--- config.mk ---
export PLATFORM = sky130hd
export DESIGN_NAME = node_resp_collector
export DESIGN_NICKNAME = d
export VERILOG_FILES = /design/src/rtl/node_resp_collector_pkg.sv /design/src/rtl/node_resp_collector_rr_arbiter.sv /design/src/rtl/node_resp_collector.sv
export SDC_FILE = /design/constraint.sdc
export NUM_CORES = 1
export LEC_CHECK = 0
export CORE_MARGIN = 2
export CORE_UTILIZATION = 49
export CTS_CLUSTER_SIZE = 10
export DETAILED_ROUTE_END_ITERATION = 8
export HOLD_SLACK_MARGIN = 0.15
export PLACE_DENSITY_LB_ADDON = 0.08
export REMOVE_ABC_BUFFERS = 1
export SLEW_MARGIN = 20
export SYNTH_ARGS = -nofsm -noshare
export SYNTH_HDL_FRONTEND = slang
export SYNTH_HIERARCHICAL = 1
export SYNTH_SLANG_ARGS = --single-unit
--- constraint.sdc ---
create_clock -name clk -period 6.7 [get_ports clk]
set_input_delay 0.67 -clock clk [delete_from_list [all_inputs] [get_ports clk]]
set_output_delay 0.67 -clock clk [all_outputs]
set_load 0.02 [all_outputs]
--- src/rtl/node_resp_collector_pkg.sv ---
// Shared types and helpers for the response fan-in collector and its arbiter.
package node_resp_pkg;

   typedef enum logic {ST_EMPTY, ST_FULL} coll_state_t;

   localparam int N_CHILD_DEF = 10;
   localparam int DATA_W_DEF  = 16;
   localparam int IDX_W_DEF   = 4;

   // Round-robin successor; wraps at the child count, not at the index width.
   function automatic int unsigned next_idx(input int unsigned idx, input int unsigned n);
      return (idx + 1 >= n) ? 0 : idx + 1;
   endfunction

endpackage

--- src/rtl/node_resp_collector_rr_arbiter.sv ---
// Combinational round-robin arbiter: grants the first requester at or after ptr.
module rr_arbiter #(
   parameter int N_CHILD = 10,
   parameter int IDX_W   = 4
) (
   input  logic [N_CHILD-1:0] req,
   input  logic [IDX_W-1:0]   ptr,
   input  logic               en,
   output logic [N_CHILD-1:0] gnt,
   output logic [IDX_W-1:0]   gnt_idx
);

   int   cand;
   logic found;

   always_comb begin
      gnt     = '0;
      gnt_idx = '0;
      found   = 1'b0;
      cand    = 0;
      for (int k = 0; k < N_CHILD; k++) begin
         cand = int'(ptr) + k;
         if (cand >= N_CHILD) cand = cand - N_CHILD;
         if (en && !found && cand < N_CHILD && req[cand]) begin
            found     = 1'b1;
            gnt[cand] = 1'b1;
            gnt_idx   = IDX_W'(cand);
         end
      end
   end

endmodule

--- src/rtl/node_resp_collector.sv ---
// Fan-in collector: round-robin over child responses into one registered output slot.
// Optional macro NODE_RESP_PARITY_EN adds up_par and par_err_cnt.
module node_resp_collector
   import node_resp_pkg::*;
#(
   parameter int N_CHILD = N_CHILD_DEF,
   parameter int DATA_W  = DATA_W_DEF,
   parameter int IDX_W   = IDX_W_DEF
) (
   input  logic                        clk,
   input  logic                        rst,
   input  logic [N_CHILD-1:0]          child_valid,
   input  logic [N_CHILD*DATA_W-1:0]   child_data,
   output logic [N_CHILD-1:0]          child_ready,
   output logic                        up_valid,
   output logic [DATA_W-1:0]           up_data,
   output logic [IDX_W-1:0]            up_idx,
   input  logic                        up_ready
`ifdef NODE_RESP_PARITY_EN
   ,
   output logic                        up_par,
   output logic [7:0]                  par_err_cnt
`endif
);

   coll_state_t       state, state_nxt;
   logic [IDX_W-1:0]  rr_ptr, ptr_nxt;
   logic [N_CHILD-1:0] gnt;
   logic [IDX_W-1:0]  gnt_idx;
   logic [DATA_W-1:0] sel_data;
   logic              load_ok;
   logic              load;

   // The slot can take a new word when empty or when it is drained this same cycle.
   assign load_ok = (state == ST_EMPTY) || up_ready;

   rr_arbiter #(
      .N_CHILD (N_CHILD),
      .IDX_W   (IDX_W)
   ) u_arb (
      .req     (child_valid),
      .ptr     (rr_ptr),
      .en      (load_ok && !rst),
      .gnt     (gnt),
      .gnt_idx (gnt_idx)
   );

   assign child_ready = gnt;
   assign sel_data    = child_data[gnt_idx*DATA_W +: DATA_W];
   assign up_valid    = (state == ST_FULL);

   always_comb begin
      state_nxt = state;
      ptr_nxt   = rr_ptr;
      load      = 1'b0;
      if (|gnt) begin
         load      = 1'b1;
         state_nxt = ST_FULL;
         ptr_nxt   = IDX_W'(next_idx(32'(gnt_idx), N_CHILD));
      end else if (state == ST_FULL && up_ready) begin
         state_nxt = ST_EMPTY;
      end
   end

   always_ff @(posedge clk or posedge rst) begin
      if (rst) begin
         state  <= ST_EMPTY;
         rr_ptr <= '0;
      end else begin
         state  <= state_nxt;
         rr_ptr <= ptr_nxt;
      end
   end

   // Output register: data and index only change on a load, so they persist after a drain.
   always_ff @(posedge clk or posedge rst) begin
      if (rst) begin
         up_data <= '0;
         up_idx  <= '0;
      end else if (load) begin
         up_data <= sel_data;
         up_idx  <= gnt_idx;
      end
   end

`ifdef NODE_RESP_PARITY_EN
   always_ff @(posedge clk or posedge rst) begin
      if (rst) begin
         up_par      <= 1'b0;
         par_err_cnt <= '0;
      end else if (load) begin
         up_par <= ^{gnt_idx, sel_data};
         if ((^sel_data) && par_err_cnt != 8'hFF)
            par_err_cnt <= par_err_cnt + 8'd1;
      end
   end
`endif

endmodule

==> flow_summary_export.csv <==
group,metric,value,unit
finish,areaGrowthSynthToFinish,33.6,%
drt,drt_first_iter_violations,1071,
job,cap_violations,0,
die,die_w,121,um
clock_tree,path_clk_slew,0.07,ns
placement,gp_congestion,1.03,
worst_setup_path,crit_buf_inv,3,
hold_path,min_to,"up_data[0]",
drt,vias,8028,
global_routing,grt_max_degree,45,
global_routing,grt_usage,0.364,
logic_synthesis,yosysTopAreaCell,"dfrtp_1",
clock_tree,clock_latency,0.27,ns
finish,final_common_cell,"clkdlybuf4s50_1",
die,die_y,121,um
sta,drv_slew,0,
sta,worst_slew_pin_slew,0.951,ns
finish,fin_nets,1186,
die,core,13300,um^2
die,dieArea,14600,um^2
worst_setup_path,cp.required,6.03,ns
worst_setup_path,startpoint_type,"flip-flop",
finish,drive_gt1_frac,0.131,
sta,slew_headroom,0.362,
finish,fillCellCount,1064,
worst_setup_path,reg2reg_to,"up_idx[0]",
sta,finalSetupViolCount,0,
logic_synthesis,synth-seq-cells,25,
drt,drt-pass1-iter-count,7,
hold_path,hold_start,"up_data[0]",
worst_setup_path,cp_max_fo,13,
sta,skew,0.00979,ns
placement,place_hpwl,21700,um
drt,wl_per_cell,23.6,um
placement,io_buffers,203,
logic_synthesis,synth_warnings,6,
logic_synthesis,netlist.area_leader.share,0.0935,
drt,wl,27400,um
worst_setup_path,path_class,"flip-flop to primary output",
global_routing,overflow,0,
die,ios,204,
logic_synthesis,ys_types,104,
outcome,status,"finished, final reports clean",
worst_setup_path,rr_worst_depth,19,
worst_setup_path,cp_top_family,"simple AND/OR/NAND/NOR gates",
worst_setup_path,r2r-start,"rr_ptr[1]",
sta,fin_crit,6.37,ns
clock_tree,clockRootBuffer,"clkbuf_16",
clock_tree,cts_max_level,1,
finish,diodes,0,
logic_synthesis,async_flop_share,1.00,
sta,whs,0.491,ns
logic_synthesis,netlist_top_cells_area,"dfrtp_1, mux4_2, mux2i_1",
global_routing,antenna_found_initial,0,
sta,rsz0062_at_grt,"no",
logic_synthesis,synth.avg_cell_area,8.25,um^2
global_routing,grt_pass1_wl,42000,um
worst_setup_path,slowest_stage,"clkdlybuf4s50_1",
sta,finalHoldViolations,0,
logic_synthesis,synth_edf_count,0,
finish,final_cell_mix,"clkdlybuf4s50_1, nand2_1, nor2_1",
logic_synthesis,ys.flop_type,"dfrtp_1",
hold_path,hold_class,"flip-flop to flip-flop",
drt,antenna_left,0,
worst_setup_path,crit_chain,"inv_2, ha_2, xnor2_1, inv_1, ha_1, a221o_1, mux2i_1, nand2_1, o2111ai_1, nand3_1, or3_1, or4b_1, o311ai_1, mux2_2, clkdlybuf4s50_1",
drt,drc,0,
worst_setup_path,cp.arrival,5.70,ns
sta,fin_crit_sh,0.951,
hold_path,hold_depth,1,
clock_tree,cts_buffer_depth,2,
logic_synthesis,synth_cells,811,
worst_setup_path,crit_path_max_incr_delay,0.68,ns
clock_tree,cts_sinks,25,
die,initial_core_util,0.503,
worst_setup_path,critPathLaunch,"rr_ptr[1]",
drt,avgViaCountPerCell,6.91,
sta,fmax,157,MHz
logic_synthesis,ys_seq_area_frac,0.0935,
worst_setup_path,crit_path_end_kind,"primary output",
logic_synthesis,syn-cell-area,6690,um^2
worst_setup_path,reg2reg_slack,0.79,ns
clock_tree,cts_tree,"built",
die,rows,42,
global_routing,grt_pass1_vias,7805,
clock_tree,numCtsBuffers,3,
## routing by layer
| metal | vias to the layer above | GRT usage | wire, um |
|---|---|---|---|
| met1 | 3809 | 0.471 | 10700 |
| met4 | 0 | 0.140 | 1220 |
| met5 | - | 0 | 0 |
| li1 | 3578 | - | - |
| met3 | 107 | 0.0684 | 2560 |
| met2 | 534 | 0.599 | 13000 |
## synthesized netlist by cell type, types with 7 or more instances
cell / n
nor2_1: 43
o211ai_1: 26
or4_1: 8
and2_1: 9
nor4_1: 15
nand3_1: 22
o21a_1: 23
nand4_1: 7
nand2_1: 69
or3_1: 12
nand2b_1: 12
a31oi_1: 13
nor3_1: 18
dfrtp_1: 25
nor3b_1: 7
xnor2_1: 10
mux2i_1: 37
a211oi_1: 7
a21o_1: 7
and3_1: 9
clkbuf_1: 18
ha_1: 25
a21oi_1: 32
mux2_2: 29
mux4_2: 25
buf_2: 26
o21ai_1: 12
inv_1: 22
a221o_1: 7
nor2b_1: 13
o22ai_1: 17
mux4_1: 7
o21ai_0: 23
## through the flow
stage | TNS, ns | utilization | cell area (um^2) | setup WS [ns] | cells
global route | 0 | 0.672 | 8930 | 0.0782 | 1162
floorplan | -80.96 | - | 6350 | -3.88 | 754
detailed placement | 0 | 0.665 | 8840 | 0.633 | 1158
global placement | 0 | 0.665 | 8840 | 0.806 | 1158
CTS | 0 | 0.671 | 8920 | 0.340 | 1162
finish | 0 | 0.672 | 8930 | 0.327 | 1162
## cell families (layout without fill, tap and decap cells)
family / count (synthesis) / count (layout) / synth area share
xor gates and xnor gates: 16 / 16 / 0.0243
AOI/OAI and AO/OA: 270 / 270 / 0.305
adders and majority gates: 26 / 26 / 0.0498
buffers and inverters: 85 / 260 / 0.0657
muxes: 105 / 105 / 0.228
and+or+nand+nor: 284 / 284 / 0.234
DFF: 25 / 25 / 0.0935
## final cells by class
cell class                      instances  area [um^2]  share of cell area
Clock inverter                          1         7.51            0.000840
Multi-Input combinational cell        701         5670               0.634
Sequential cell                        25          627              0.0702
Timing Repair Buffer                  228         2230               0.250
Clock buffer                            3         75.1             0.00840
Tap cell                              176          220              0.0246
Inverter                               28          105              0.0118
## worst max path at each step
stage                      to  slack (ns)  depth (start not counted)
6_report       child_ready[7]        0.33                         15
3_5_place_dp   child_ready[7]        0.63                         15
5_1_grt        child_ready[5]        0.08                         15
3_3_place_gp   child_ready[7]        0.81                         14
4_1_cts        child_ready[7]        0.34                         15
2_1_floorplan     up_data[10]       -3.88                         16
## registers in the layout, summed over array words and instances, names as in the netlist
register  flops
up_data      16
up_valid      1
up_idx        4
rr_ptr        4
## timing repair
item	in CTS	in global routing
setup buffers	0	0
gates resized for setup	0	3
hold buffers	0	0
endpoints found under the setup margin	0	6
hold endpoints to repair	0	0
Power is left out: the tool's default activity adds up to more than one toggle a clock period on the data nets, which glitch-free logic cannot reach.
